==> config.mk <==
export PLATFORM = sky130hd
export DESIGN_NAME = script_wait_unit
export DESIGN_NICKNAME = d
export VERILOG_FILES = /design/src/rtl/script_wait_unit.sv
export SDC_FILE = /design/constraint.sdc
export NUM_CORES = 1
export LEC_CHECK = 0
export BUFFER_PORTS_ARGS = -buffer_cell sky130_fd_sc_hd__buf_2
export CORE_ASPECT_RATIO = 2
export CORE_MARGIN = 3
export CORE_UTILIZATION = 50
export DETAILED_ROUTE_END_ITERATION = 12
export PLACE_DENSITY = 0.74
export SLEW_MARGIN = 0
export SYNTH_ARGS = -nofsm -noshare
export SYNTH_HDL_FRONTEND = slang
export SYNTH_SLANG_ARGS = --single-unit
==> constraint.sdc <==
create_clock -name clk -period 4.43 [get_ports clk]
set_clock_uncertainty 0.1 [all_clocks]
set_input_delay 0.2215 -clock clk [delete_from_list [all_inputs] [get_ports clk]]
set_output_delay 0.2215 -clock clk [all_outputs]
set_load 0.05 [all_outputs]
==> src/rtl/script_wait_unit.sv <==
`default_nettype none
// ============================================================================
// Module   : script_wait_unit
// Purpose  : Wait engine for the script executor. Supports timed waits and
//            wait-until-high/low on a feedback bit, with start/busy/done and abort.
// Options  : WAIT_TIMEOUT_EN adds a waituntil timeout (TIMEOUT_MS).
// Revision : 1.0
// ============================================================================
module script_wait_unit #(
  parameter int NUM_W      = 8,
  parameter int SIG_W      = 8,
  parameter int SEL_W      = 3,
  parameter int CLK_PER_MS = 100000,
  parameter int UNIT_MS    = 100,
  parameter int TIMEOUT_MS = 10000
) (
  input  logic             clk,
  input  logic             rst,
  input  logic             start,
  input  logic [1:0]       func,
  input  logic [NUM_W-1:0] i_num,
  input  logic [SEL_W-1:0] sig_sel,
  input  logic [SIG_W-1:0] feedback_sig,
  input  logic             abort,
  output logic             busy,
  output logic             done,
  output logic             aborted,
  output logic             timed_out
);

  localparam int PS_W = (CLK_PER_MS > 2) ? $clog2(CLK_PER_MS) : 1;
  localparam int MS_W = NUM_W + $clog2(UNIT_MS) + 1;

  localparam logic [PS_W-1:0] PS_LAST = PS_W'(CLK_PER_MS - 1);
  localparam logic [MS_W-1:0] UNIT_W  = MS_W'(UNIT_MS);

  localparam logic [1:0] S_IDLE  = 2'd0;
  localparam logic [1:0] S_TIMED = 2'd1;
  localparam logic [1:0] S_UNTIL = 2'd2;
  localparam logic [1:0] S_DONE  = 2'd3;

  localparam logic [1:0] F_TIMED = 2'b00;
  localparam logic [1:0] F_HIGH  = 2'b01;
  localparam logic [1:0] F_LOW   = 2'b10;

  if (((1 << SEL_W) > SIG_W) || (CLK_PER_MS < 2) || (TIMEOUT_MS < 1)) begin : g_param_check
    $error("script_wait_unit: invalid parameter combination");
  end

  logic [1:0]       state_q, state_d;
  logic [1:0]       func_q, func_d;
  logic [NUM_W-1:0] num_q, num_d;
  logic [SEL_W-1:0] sel_q, sel_d;
  logic [PS_W-1:0]  presc_q, presc_d;
  logic [MS_W-1:0]  ms_q, ms_d;
  logic             aborted_q, aborted_d;

  logic             tick;
  logic             cond_met;
  logic [MS_W-1:0]  target;

  assign tick     = (presc_q == PS_LAST);
  // Full-width product: no truncation of i_num * UNIT_MS.
  assign target   = MS_W'(num_q) * UNIT_W;
  assign cond_met = (func_q == F_HIGH) ? feedback_sig[sel_q] : !feedback_sig[sel_q];

`ifdef WAIT_TIMEOUT_EN
  localparam logic [MS_W-1:0] TO_LAST = MS_W'(TIMEOUT_MS - 1);
  logic timed_out_q, timed_out_d;
`endif

  always_comb begin
    state_d   = state_q;
    func_d    = func_q;
    num_d     = num_q;
    sel_d     = sel_q;
    presc_d   = presc_q;
    ms_d      = ms_q;
    aborted_d = 1'b0;
`ifdef WAIT_TIMEOUT_EN
    timed_out_d = 1'b0;
`endif
    case (state_q)
      S_IDLE: begin
        // A start coinciding with abort is dropped.
        if (start && !abort) begin
          func_d  = func;
          num_d   = i_num;
          sel_d   = sig_sel;
          presc_d = '0;
          ms_d    = '0;
          case (func)
            F_TIMED:       state_d = (i_num == '0) ? S_DONE : S_TIMED;
            F_HIGH, F_LOW: state_d = S_UNTIL;
            default:       state_d = S_DONE;
          endcase
        end
      end
      S_TIMED: begin
        presc_d = tick ? '0 : presc_q + 1'b1;
        if (tick) ms_d = ms_q + 1'b1;
        if (abort) begin
          state_d   = S_IDLE;
          aborted_d = 1'b1;
        end else if (tick && (ms_q == target - 1'b1)) begin
          state_d = S_DONE;
        end
      end
      S_UNTIL: begin
`ifdef WAIT_TIMEOUT_EN
        presc_d = tick ? '0 : presc_q + 1'b1;
        if (tick) ms_d = ms_q + 1'b1;
`endif
        if (abort) begin
          state_d   = S_IDLE;
          aborted_d = 1'b1;
        end else if (cond_met) begin
          state_d = S_DONE;
`ifdef WAIT_TIMEOUT_EN
        end else if (tick && (ms_q == TO_LAST)) begin
          state_d     = S_DONE;
          timed_out_d = 1'b1;
`endif
        end
      end
      S_DONE:  state_d = S_IDLE;
      default: state_d = S_IDLE;
    endcase
  end

  always_ff @(posedge clk or posedge rst) begin
    if (rst) begin
      state_q   <= S_IDLE;
      func_q    <= '0;
      num_q     <= '0;
      sel_q     <= '0;
      presc_q   <= '0;
      ms_q      <= '0;
      aborted_q <= 1'b0;
    end else begin
      state_q   <= state_d;
      func_q    <= func_d;
      num_q     <= num_d;
      sel_q     <= sel_d;
      presc_q   <= presc_d;
      ms_q      <= ms_d;
      aborted_q <= aborted_d;
    end
  end

`ifdef WAIT_TIMEOUT_EN
  always_ff @(posedge clk or posedge rst) begin
    if (rst) timed_out_q <= 1'b0;
    else     timed_out_q <= timed_out_d;
  end
  assign timed_out = timed_out_q;
`else
  assign timed_out = 1'b0;
`endif

  assign busy    = (state_q == S_TIMED) || (state_q == S_UNTIL);
  assign done    = (state_q == S_DONE);
  assign aborted = aborted_q;

endmodule
`default_nettype wire

# After elaboration in Yosys (flattened, before gate mapping)
# Index checks and enable logic that the tools add are counted.
# Widths: inputs -> output; s select.
# word_totals
output_inout_bits	4
wordCells	58
input_bits	25
ff_bits	49
# classes
mul	1
n_eq_ne	12
addsub	3
n_reduce_logical	15
order_cmp	1
muxes	19
# op_table
op	n
$mux 17	2
$pmux 17 s2	1
$mux 16	2
$pmux 16 s2	1
$add 17x1->17 const B	1
$eq 17x17->1 const B	1
$add 16x1->16 const B	1
$eq 16x16->1	1
$sub 15x1->16 const B	1
$mul 8x5->13 const B	1
$mux 2	6
$logic_not 8->1	1
$pmux 2 s4	1
$eq 2x1->1 const B	3
$eq 2x2->1 const B	3
$ne 3x3->1 const B	2
$reduce_and 3->1	2
$logic_not 2->1	2
$lt 3x4->1 const B	1
$mux 1	4
$ne 2x2->1 const B	2
$pmux 2 s2	1
$reduce_and 2->1	2
$reduce_or 2->1	2
5 further kinds	7

# Longest topological paths before layout
# Gate-level depths: netlist of the first run.
# depth
ltp_word	7
ltp_mapped	15
depth_no_buf	15

# Worst setup path after synthesis of the first run
# No wires, ideal clock.
# synth_timing
kind	register to register
start	register num_q[2]
end	register state_q[0]
stages_incl_launch_ff	14
t_arrival_ns	3.936
setup_ns	0.125
t_required_ns	4.205
n_path_buf	0
synth_period_minus_slack_ns	4.161
setup_slack_ns	0.269
path_cell_list	dfrtp_1 > ha_1 > ha_1 > fa_1 > ha_1 > xor2_1 > nor4_4 > o221ai_1 > nor3b_1 > nand3_1 > xnor2_1 > o31a_1 > o31ai_2 > mux2_2
# synth_via
elab_chain_cells	6
# synth_rtl
item	line_no	rtl
start: declaration	52	logic [NUM_W-1:0] num_q, num_d;
start signal: assignment	143	num_q <= num_d;
$mul 8x5->13	64	assign target = MS_W'(num_q) * UNIT_W;
$sub 15x1->16	105	end else if (tick && (ms_q == target - 1'b1)) begin
$eq 16x16->1	105	
$logic_and 1x1->1	105	
$ne 3x3->1 (no line)	-	
$reduce_and 3->1 (no line)	-	
end signal: assignment	141	state_q <= state_d;
end: declaration	50	logic [1:0] state_q, state_d;
# Every way passes these cells.
# A chain may end at the register's enable or synchronous reset.

# Final worst setup path of the first run
# layout_timing
start	register num_q[2]
end	register state_q[1]
# Same word-level chain as after synthesis.

==> results.sh, run 1 <==
export IMPL_vias_per_cell=5.86
export IMPL_finalWeightedCongestion=0.899
export IMPL_wl_met1_microns=2970
export IMPL_drt_iter0_drc=107
export IMPL_antenna_found_initial=0
export IMPL_max_freq_ghz=0.227
export IMPL_cpPeakStageDelay_ns=0.55
export IMPL_grt_max_degree=50
export IMPL_cts_buffers=5
export IMPL_grt_pass1_wl_microns=14200
export IMPL_worstSkewPairLatency_ns=0.29
export IMPL_vias=2950
export IMPL_tightestPinTransition_ns=1.03
export IMPL_synth_top_area_share=0.338
export IMPL_cts_reportedPaths_clkPinSlew_ns=0.06
export IMPL_endpoint_kind="flip-flop"
export IMPL_status="finished clean"
export IMPL_cp_cell_sequence="buf_4 -> inv_2 -> ha_1 -> ha_2 -> ha_1 -> ha_1 -> a21o_1 -> a211oi_1 -> o221ai_2 -> nor3b_2 -> nand3_1 -> xnor2_1 -> a211o_1 -> o31ai_4 -> mux2_4"
export IMPL_final_common_cell="dfrtp_1"
export IMPL_synth_seq_area_share=0.338
export IMPL_finalCritPeriodShare=0.996
export IMPL_portBuffers=27
export IMPL_final_area_sq_um=4210
export IMPL_highest_layer="met4"
export IMPL_core_area_sq_um=6990
export IMPL_final_cell_mix="dfrtp_1 (46), nor2_1 (37), ha_1 (35)"
export IMPL_maxSlewViolCount=0
export IMPL_chipHeight_microns=126
export IMPL_crit_path_start_kind="flip-flop"
export IMPL_worstPathMaxFanout=4
export IMPL_dpl_cell_area_sq_um=3860
export IMPL_fin_util=0.602
export IMPL_area_growth_pct=16.1
export IMPL_drive_above_1_share=0.208
export IMPL_setup_violations=0
export IMPL_hold_viol_final=0
export IMPL_synth_cell_types=56
export IMPL_wl_met2_microns=5090
export IMPL_htreeDepth=2
export IMPL_root_buffer="clkbuf_16"
export IMPL_ys_warnings_count=0
export IMPL_diodes=0
export IMPL_synth_edff_count=0
export IMPL_io_pin_count=29
export IMPL_maxSlewHeadroom=0.313
export IMPL_grt_ovfl_total=0
export IMPL_crit_arrival_ns=4.49
export IMPL_holdWs_ns=0.0697
export IMPL_initial_core_util=0.518
export IMPL_synth_area_leaders="dfrtp_1 (34%), ha_1 (14%), xor2_1 (6.0%)"
export IMPL_grt_usage=0.218
export IMPL_avgSynthCellArea_sq_um=9.67
export IMPL_wl_microns=8610
export IMPL_drtAntennaViolNets=0
export IMPL_dieWidth_microns=66.2
export IMPL_dr_pass1_iters=4
export IMPL_worstHoldPathType="input pin to flip-flop"
export IMPL_route_detailed_drc=0
export IMPL_synth_area_leader_cell="dfrtp_1"
export IMPL_syn_area_sq_um=3620
export IMPL_cpMostUsedCell="ha_1"
export IMPL_met3_length_microns=172
export IMPL_worstPathRequired_ns=4.50
export IMPL_syn_inst=375
export IMPL_cts_hold_buffers=0
export IMPL_path_class="flip-flop to flip-flop"
export IMPL_rows=43
export IMPL_wl_per_cell_microns=17.1
export IMPL_clk_path_buf_depth=2
export IMPL_ys_ff_latch=49
export IMPL_cts_tree="done"
export IMPL_layout_nets=480
export IMPL_maxCapViolations=0
export IMPL_seq_area_sq_um=1230
export IMPL_dieArea_sq_um=8370
export IMPL_syn_num_nets=443
export IMPL_post_route_min_period_ns=4.41
export IMPL_multiInputGateArea_sq_um=2400
export IMPL_cp_slowest_cell="a211oi_1"
export IMPL_synth_async_reset_ratio=1.00
export IMPL_grt_pass1_vias=3122
export IMPL_num_fill_cells=617
export IMPL_synthFlopType="dfrtp_1"
export IMPL_clock_sinks=49
export IMPL_dp_hpwl_microns=6500
==> routing by layer <==
metal	global-route usage	vias up
met5	0	-
met2	0.425	62
met3	0.0266	37
met1	0.202	1444
met4	0.129	0
li1	-	1407
==> critical path: cells and delay by family (launching register included) <==
family / cells / cell delay (ns)
AO/OA/AOI/OAI: 5 / 1.54
buffers and inverters: 2 / 0.20
XOR/XNOR: 1 / 0.15
AND/OR/NAND/NOR: 2 / 0.44
adder cells (fa/ha/maj): 4 / 1.12
multiplexers: 1 / 0.32
flip-flops: 1 / 0.43
==> synth_stat cells (all sizes together) (2+ instances only) <==
library cell,instances
ha,40
mux2i,4
clkbuf,8
xnor2,21
nand3,15
o21ai,23
nor2b,3
a21oi,10
nor3b,4
and3,5
nand2,27
a211o,2
nor3,4
nor4,5
inv,16
or2,2
fa,3
a311oi,2
a21boi,2
a21o,2
a211oi,4
dfrtp,49
nor2,37
nand4,12
mux4,2
nand2b,2
mux2,13
nor4b,3
xor2,25
or3,8
==> kinds of logic (layout without fill, tap and decap cells) <==
logic type | Yosys count | in the layout | share of synthesized area
AND/OR/NAND/NOR | 133 | 133 | 0.191
multiplexers | 19 | 19 | 0.0639
buffers and inverters | 25 | 63 | 0.0269
flip-flops | 49 | 49 | 0.338
AO/OA/AOI/OAI | 58 | 58 | 0.107
XOR/XNOR | 47 | 47 | 0.117
other | 1 | 1 | 0.00103
adder cells (fa/ha/maj) | 43 | 43 | 0.155
==> metrics by stage <==
stage,std cells,setup slack [ns],setup TNS (ns)
6_report,503,0.0165,0
5_1_grt,503,-0.0779,-0.144
4_1_cts,495,0.113,0
3_5_place_dp,487,-0.00121,-0.00121
3_3_place_gp,487,0.0920,0
2_1_floorplan,375,0.269,0
==> state kept, by name, summed over array words and instances (netlist names) <==
name     count
sel_q        3
ms_q        16
state_q      2
func_q       2
num_q        8
presc_q     17
aborted      1
==> area by class of cell <==
type	instances	area share
multi-input combinational	301	0.571
sequential	49	0.292
timing repair buffer	39	0.0535
clock buffer	6	0.0330
tap	90	0.0268
inverter	16	0.0143
clock inverter	2	0.00892
==> timing repair <==
item	in CTS	in global routing
pin swaps	0	9
gates resized for setup	1	21
setup endpoints to repair	2	2
setup buffers	0	8
==> path summary, 6_finish.rpt <==
path / end / depth (start not counted) / start / slack, ns
max: state_q[1] / 15 / num_q[2] / 0.02
min: sel_q[2] / 2 / sig_sel[2] / 0.07
max reg2reg: state_q[1] / 15 / num_q[2] / 0.02
min reg2reg: func_q[0] / 2 / func_q[0] / 0.40
max in group asynchronous: num_q[2] / 2 / rst / 3.45
min in group asynchronous: presc_q[1] / 2 / rst / 0.08
Power of run 1 is not shown: default switching activity piles up to over one toggle a cycle in this logic, so the estimate is an artifact.
==> run 2: changes to the inputs <==
ABC_AREA = 1   (was unset)
==> results.sh, run 2 <==
export IMPL_dieWidth_microns=69.0
export IMPL_vias=3540
export IMPL_rsz0062_at_grt="false"
export IMPL_r2r_worst_path_cells=20
export IMPL_setup_violations=0
export IMPL_cts_hold_buffers=0
export IMPL_grt_max_degree=50
export IMPL_dp_hpwl_microns=6980
export IMPL_diodes=0
export IMPL_crit_path_start_kind="flip-flop"
export IMPL_route_detailed_drc=0
export IMPL_syn_inst=556
export IMPL_dr_pass1_iters=4
export IMPL_synth_seq_area_share=0.309
export IMPL_synthFlopType="dfrtp_1"
export IMPL_portBuffers=27
export IMPL_syn_num_nets=624
export IMPL_core_area_sq_um=7660
export IMPL_drtAntennaViolNets=0
export IMPL_tightestPinTransition_ns=1.01
export IMPL_maxSlewViolCount=0
export IMPL_root_buffer="clkbuf_16"
export IMPL_hold_viol_final=0
export IMPL_largest_register="presc_q"
export IMPL_wl_microns=8540
export IMPL_path_class="flip-flop to flip-flop"
export IMPL_top_regs="presc_q: 17 flops, ms_q: 16 flops, num_q: 8 flops"
export IMPL_r2r_start="num_q[2]"
export IMPL_io_pin_count=29
export IMPL_grt_ovfl_total=0
export IMPL_cts_tree="done"
export IMPL_synth_most_common_cell="nand2_1"
export IMPL_layout_nets=652
export IMPL_syn_area_sq_um=3970
export IMPL_endpoint_kind="flip-flop"
export IMPL_synth_edff_count=0
export IMPL_yosys_top_cells_count="nand2_1 (144), inv_1 (74), nor2_1 (51), dfrtp_1 (49), nand3_1 (49)"
export IMPL_synth_area_leader_cell="dfrtp_1"
export IMPL_r2r_end="state_q[1]"
export IMPL_finalWeightedCongestion=0.854
export IMPL_post_route_min_period_ns=3.65
export IMPL_worstSkewPairLatency_ns=0.29
export IMPL_clk_path_buf_depth=2
export IMPL_synth_top_area_share=0.309
export IMPL_ys_warnings_count=0
export IMPL_maxCapViolations=0
export IMPL_final_cell_mix="nand2_1 (144), inv_1 (73), nor2_1 (51)"
export IMPL_cts_buffers=5
export IMPL_htreeDepth=2
export IMPL_ys_ff_latch=49
export IMPL_largest_register_ffs=17
export IMPL_dieArea_sq_um=9120
export IMPL_worstPathMaxFanout=7
export IMPL_synth_area_leaders="dfrtp_1 (31%), nand2_1 (14%), ha_1 (13%)"
export IMPL_max_freq_ghz=0.274
export IMPL_area_growth_pct=9.10
export IMPL_synth_cell_types=40
export IMPL_rrSetupSlack_ns=0.78
export IMPL_grt_pass1_wl_microns=15600
export IMPL_chipHeight_microns=132
export IMPL_cts_resized=0
export IMPL_synth_async_reset_ratio=1.00
export IMPL_antenna_found_initial=0
export IMPL_grt_pass1_vias=3591
export IMPL_worstHoldPathType="input pin to asynchronous set/reset pin"
export IMPL_avgSynthCellArea_sq_um=7.14
export IMPL_worstPathRequired_ns=4.51
export IMPL_vias_per_cell=5.22
export IMPL_rows=45
export IMPL_status="finished clean"
export IMPL_initial_core_util=0.519
export IMPL_wl_per_cell_microns=12.6
export IMPL_drive_above_1_share=0.118
export IMPL_finalCritPeriodShare=0.825
export IMPL_cts_reportedPaths_clkPinSlew_ns=0.06
export IMPL_fin_setup_tns_ns=0
export IMPL_post_cts_buffers=0
export IMPL_crit_arrival_ns=3.74
export IMPL_maxSlewHeadroom=0.322
export IMPL_final_common_cell="nand2_1"
export IMPL_drt_iter0_drc=81
export IMPL_clock_sinks=49
export IMPL_grt_usage=0.206
-- run 2: cell types whose count changed after synthesis, sizes merged, moves of 4 or more --
cell | previous run | this run
nor2 | 37 | 57
a21oi | 10 | 26
xor2 | 25 | 11
nand3 | 15 | 52
xnor2 | 21 | 3
clkbuf | 8 | 4
nor3 | 4 | 21
nand2 | 27 | 147
mux2 | 13 | 3
or3 | 8 | 0
nand4 | 12 | 2
inv | 16 | 86
-- run 2: per-layer routing --
layer | track usage | share of wire | vias to the layer above
li1 | - | - | 1845
met1 | 0.208 | 0.38 | 1651
met2 | 0.405 | 0.58 | 26
met3 | 0.0244 | 0.014 | 18
met4 | 0.0935 | 0.029 | 0
met5 | 0 | 0 | -
-- run 2: cell families after synthesis --
family	Yosys count	share of synthesized area
and+or+nand+nor	292	0.334
buffers and inverters	96	0.0954
AOI/OAI and AO/OA	56	0.0756
DFF	49	0.309
adders and majority gates	43	0.141
xor gates and xnor gates	14	0.0309
muxes	5	0.0135
other	1	0.000944
-- run 2: how the worst max path moves through the flow --
stage / cells past startpoint / end / start / slack (ns)
global route: 21 / state_q[0] / num_q[2] / 0.41
detailed placement: 20 / state_q[1] / num_q[3] / 0.74
floorplan: 21 / state_q[0] / num_q[2] / 1.14
CTS: 20 / state_q[1] / num_q[3] / 0.74
global placement: 20 / state_q[1] / num_q[3] / 0.81
finish: 20 / state_q[1] / num_q[2] / 0.78
-- run 2: through the flow --
stage | setup WS, ns | area [sq um] | utilization | cells | hold slack (ns)
3_5_place_dp | 0.737 | 4190 | 0.547 | 671 | 0.376
3_3_place_gp | 0.807 | 4190 | 0.547 | 671 | 0.357
4_1_cts | 0.736 | 4330 | 0.566 | 678 | 0.0819
6_report | 0.775 | 4330 | 0.566 | 678 | 0.0684
5_1_grt | 0.409 | 4330 | 0.566 | 678 | 0.0897
2_1_floorplan | 1.14 | 3970 | - | 556 | 0.221
-- run 2: worst max-delay path: stages, from the launching register on --
cell and delay [ns]:
dfrtp_1 0.43, ha_1 0.32, ha_1 0.31, fa_1 0.46
ha_1 0.42, xnor2_1 0.29, nand2_1 0.13, inv_2 0.08
nand3_2 0.10, nor2_2 0.12, nand3_1 0.10, inv_1 0.07
nand2_1 0.04, nand2_1 0.05, nand2_1 0.05, nor2_1 0.09
nand2_1 0.11, nand2_1 0.11, nand2_1 0.07, nand2_1 0.06
nand2_1 0.05
-- run 2: area by class of cell --
| cell class | instances | area [sq um] |
|---|---|---|
| flip-flops and latches | 49 | 1230 |
| fillers | 762 | 3320 |
| multi-input cells | 411 | 2370 |
| clock buffers | 7 | 143 |
| well taps | 94 | 118 |
| inverters | 88 | 330 |
| repair buffers | 29 | 150 |
Power of run 2 is left out for the same reason.
==> run 3: changes to the inputs <==
clock period = 3.1 ns   (was 4.43 ns; I/O delays follow)
==> results.sh, run 3 (synthesis results as in run 2) <==
export IMPL_status="finished, violations left"
export IMPL_violations="negative setup slack"
export IMPL_maxSlewViolCount=0
export IMPL_io_pin_count=29
export IMPL_cts_reportedPaths_clkPinSlew_ns=0.07
export IMPL_num_fill_cells=637
export IMPL_grt_ovfl_total=0
export IMPL_dp_hpwl_microns=7450
export IMPL_crit_arrival_ns=3.47
export IMPL_path_class="flip-flop to flip-flop"
export IMPL_area_growth_pct=25.8
export IMPL_largest_register_ffs=17
export IMPL_grt_pass1_vias=4066
export IMPL_drtAntennaViolNets=0
export IMPL_drt_iter0_drc=167
export IMPL_worstPathRequired_ns=3.18
export IMPL_worstSkewPairLatency_ns=0.29
export IMPL_top_regs="presc_q: 17 flops, ms_q: 16 flops, num_q: 8 flops"
export IMPL_core_area_sq_um=7660
export IMPL_dieArea_sq_um=9120
export IMPL_rows=45
export IMPL_max_freq_ghz=0.295
export IMPL_vias_per_cell=5.33
export IMPL_cts_buffers=5
export IMPL_largest_register="presc_q"
export IMPL_dr_pass1_iters=4
export IMPL_clock_sinks=49
export IMPL_grt_usage=0.231
export IMPL_finalCritPeriodShare=1.09
export IMPL_vias=3781
export IMPL_clk_path_buf_depth=2
export IMPL_chipHeight_microns=132
export IMPL_antenna_found_initial=0
export IMPL_htreeDepth=2
export IMPL_post_route_min_period_ns=3.39
export IMPL_layout_nets=683
export IMPL_grt_pass1_wl_microns=17400
export IMPL_drive_above_1_share=0.266
export IMPL_portBuffers=27
export IMPL_maxCapViolations=0
export IMPL_route_detailed_drc=0
export IMPL_dieWidth_microns=69.0
export IMPL_hold_viol_final=0
export IMPL_setup_violations=2
export IMPL_finalWeightedCongestion=0.850
export IMPL_wl_microns=10400
export IMPL_maxSlewHeadroom=0.309
export IMPL_wl_per_cell_microns=14.7
export IMPL_cts_tree="done"
export IMPL_final_common_cell="nand2_1"
export IMPL_tightestPinTransition_ns=1.04
export IMPL_crit_path_start_kind="flip-flop"
export IMPL_initial_core_util=0.519
export IMPL_final_cell_mix="nand2_1 (127), inv_1 (70), dfrtp_1 (46)"
export IMPL_endpoint_kind="flip-flop"
export IMPL_fin_ws_ns=-0.290
export IMPL_rsz0062_at_grt="true"
export IMPL_fin_util=0.652
export IMPL_root_buffer="clkbuf_16"
export IMPL_worstPathMaxFanout=6
export IMPL_diodes=0
export IMPL_grt_max_degree=50
export IMPL_worstHoldPathType="input pin to asynchronous set/reset pin"
==> run 3: cell count changes in the layout (fill, tap and decap cells not counted), moves of 5 or more <==
cell     delta
ha_4       +17
nand2_2    +14
nor2_1      -6
nand3_4     +5
nand2_1    -17
nand3_2     +5
nand3_1    -10
ha_1       -18
buf_4      +29
==> run 3: area by class of cell <==
type	instances	area, sq um	area share
clock buffers	5	125	0.0250
clock inverters	3	17.5	0.00351
inverters	88	330	0.0661
multi-input cells	411	2790	0.558
flip-flops and latches	49	1230	0.246
well taps	94	118	0.0235
repair buffers	60	389	0.0779
==> run 3: per-layer routing <==
layer	vias up	track usage	routed length [microns]
met3	28	0.0214	128
li1	1909	-	-
met1	1790	0.218	3640
met2	54	0.471	6230
met4	0	0.111	418
met5	-	0	0
==> run 3: through the flow <==
stage	setup WS [ns]	hold slack (ns)	cell area [sq um]	TNS [ns]	std cells
3_5_place_dp	-0.511	0.295	4430	-1.02	695
4_1_cts	-0.309	0.00265	4840	-0.607	708
6_report	-0.290	0.00724	5000	-0.571	710
2_1_floorplan	-0.0902	0.155	4030	-0.180	556
3_3_place_gp	-0.388	0.290	4430	-0.776	695
5_1_grt	-0.509	0.0223	5000	-1.01	710
==> run 3: worst paths after layout <==
path,startpoint,end,slack [ns],depth (start not counted)
max,num_q[3],state_q[0],-0.29,20
min,rst,sel_q[1],0.007,2
max reg2reg,num_q[3],state_q[0],-0.29,20
min reg2reg,func_q[1],func_q[1],0.40,2
max in group asynchronous,rst,num_q[2],2.19,2
min in group clk,abort,aborted,0.01,3
==> run 3: repair_timing <==
action                                  4_1_cts  5_1_grt
pin swaps                                    18       12
gates resized for setup                      34       32
hold buffers                                  1        0
endpoints found under the setup margin        2        2
setup buffers                                 4        2
hold endpoints to repair                      1        0
==> run 3: worst max-delay path: stages (launching register included) <==
cell and delay [ns]:
dfrtp_2 0.45, ha_4 0.29, ha_4 0.20, fa_1 0.55, ha_4 0.25, a21oi_1 0.20, nand3_2 0.14, nand2_4 0.13
inv_2 0.05, nor2_2 0.11, nand2_2 0.06, nor2_2 0.11, nand2_1 0.06, nand2_1 0.07, nand3_2 0.08, nor2_2 0.09
nand2_2 0.08, nand2_2 0.09, nand2_2 0.05, nand2_1 0.06, nand2_1 0.05
Power of run 3 is left out for the same reason.
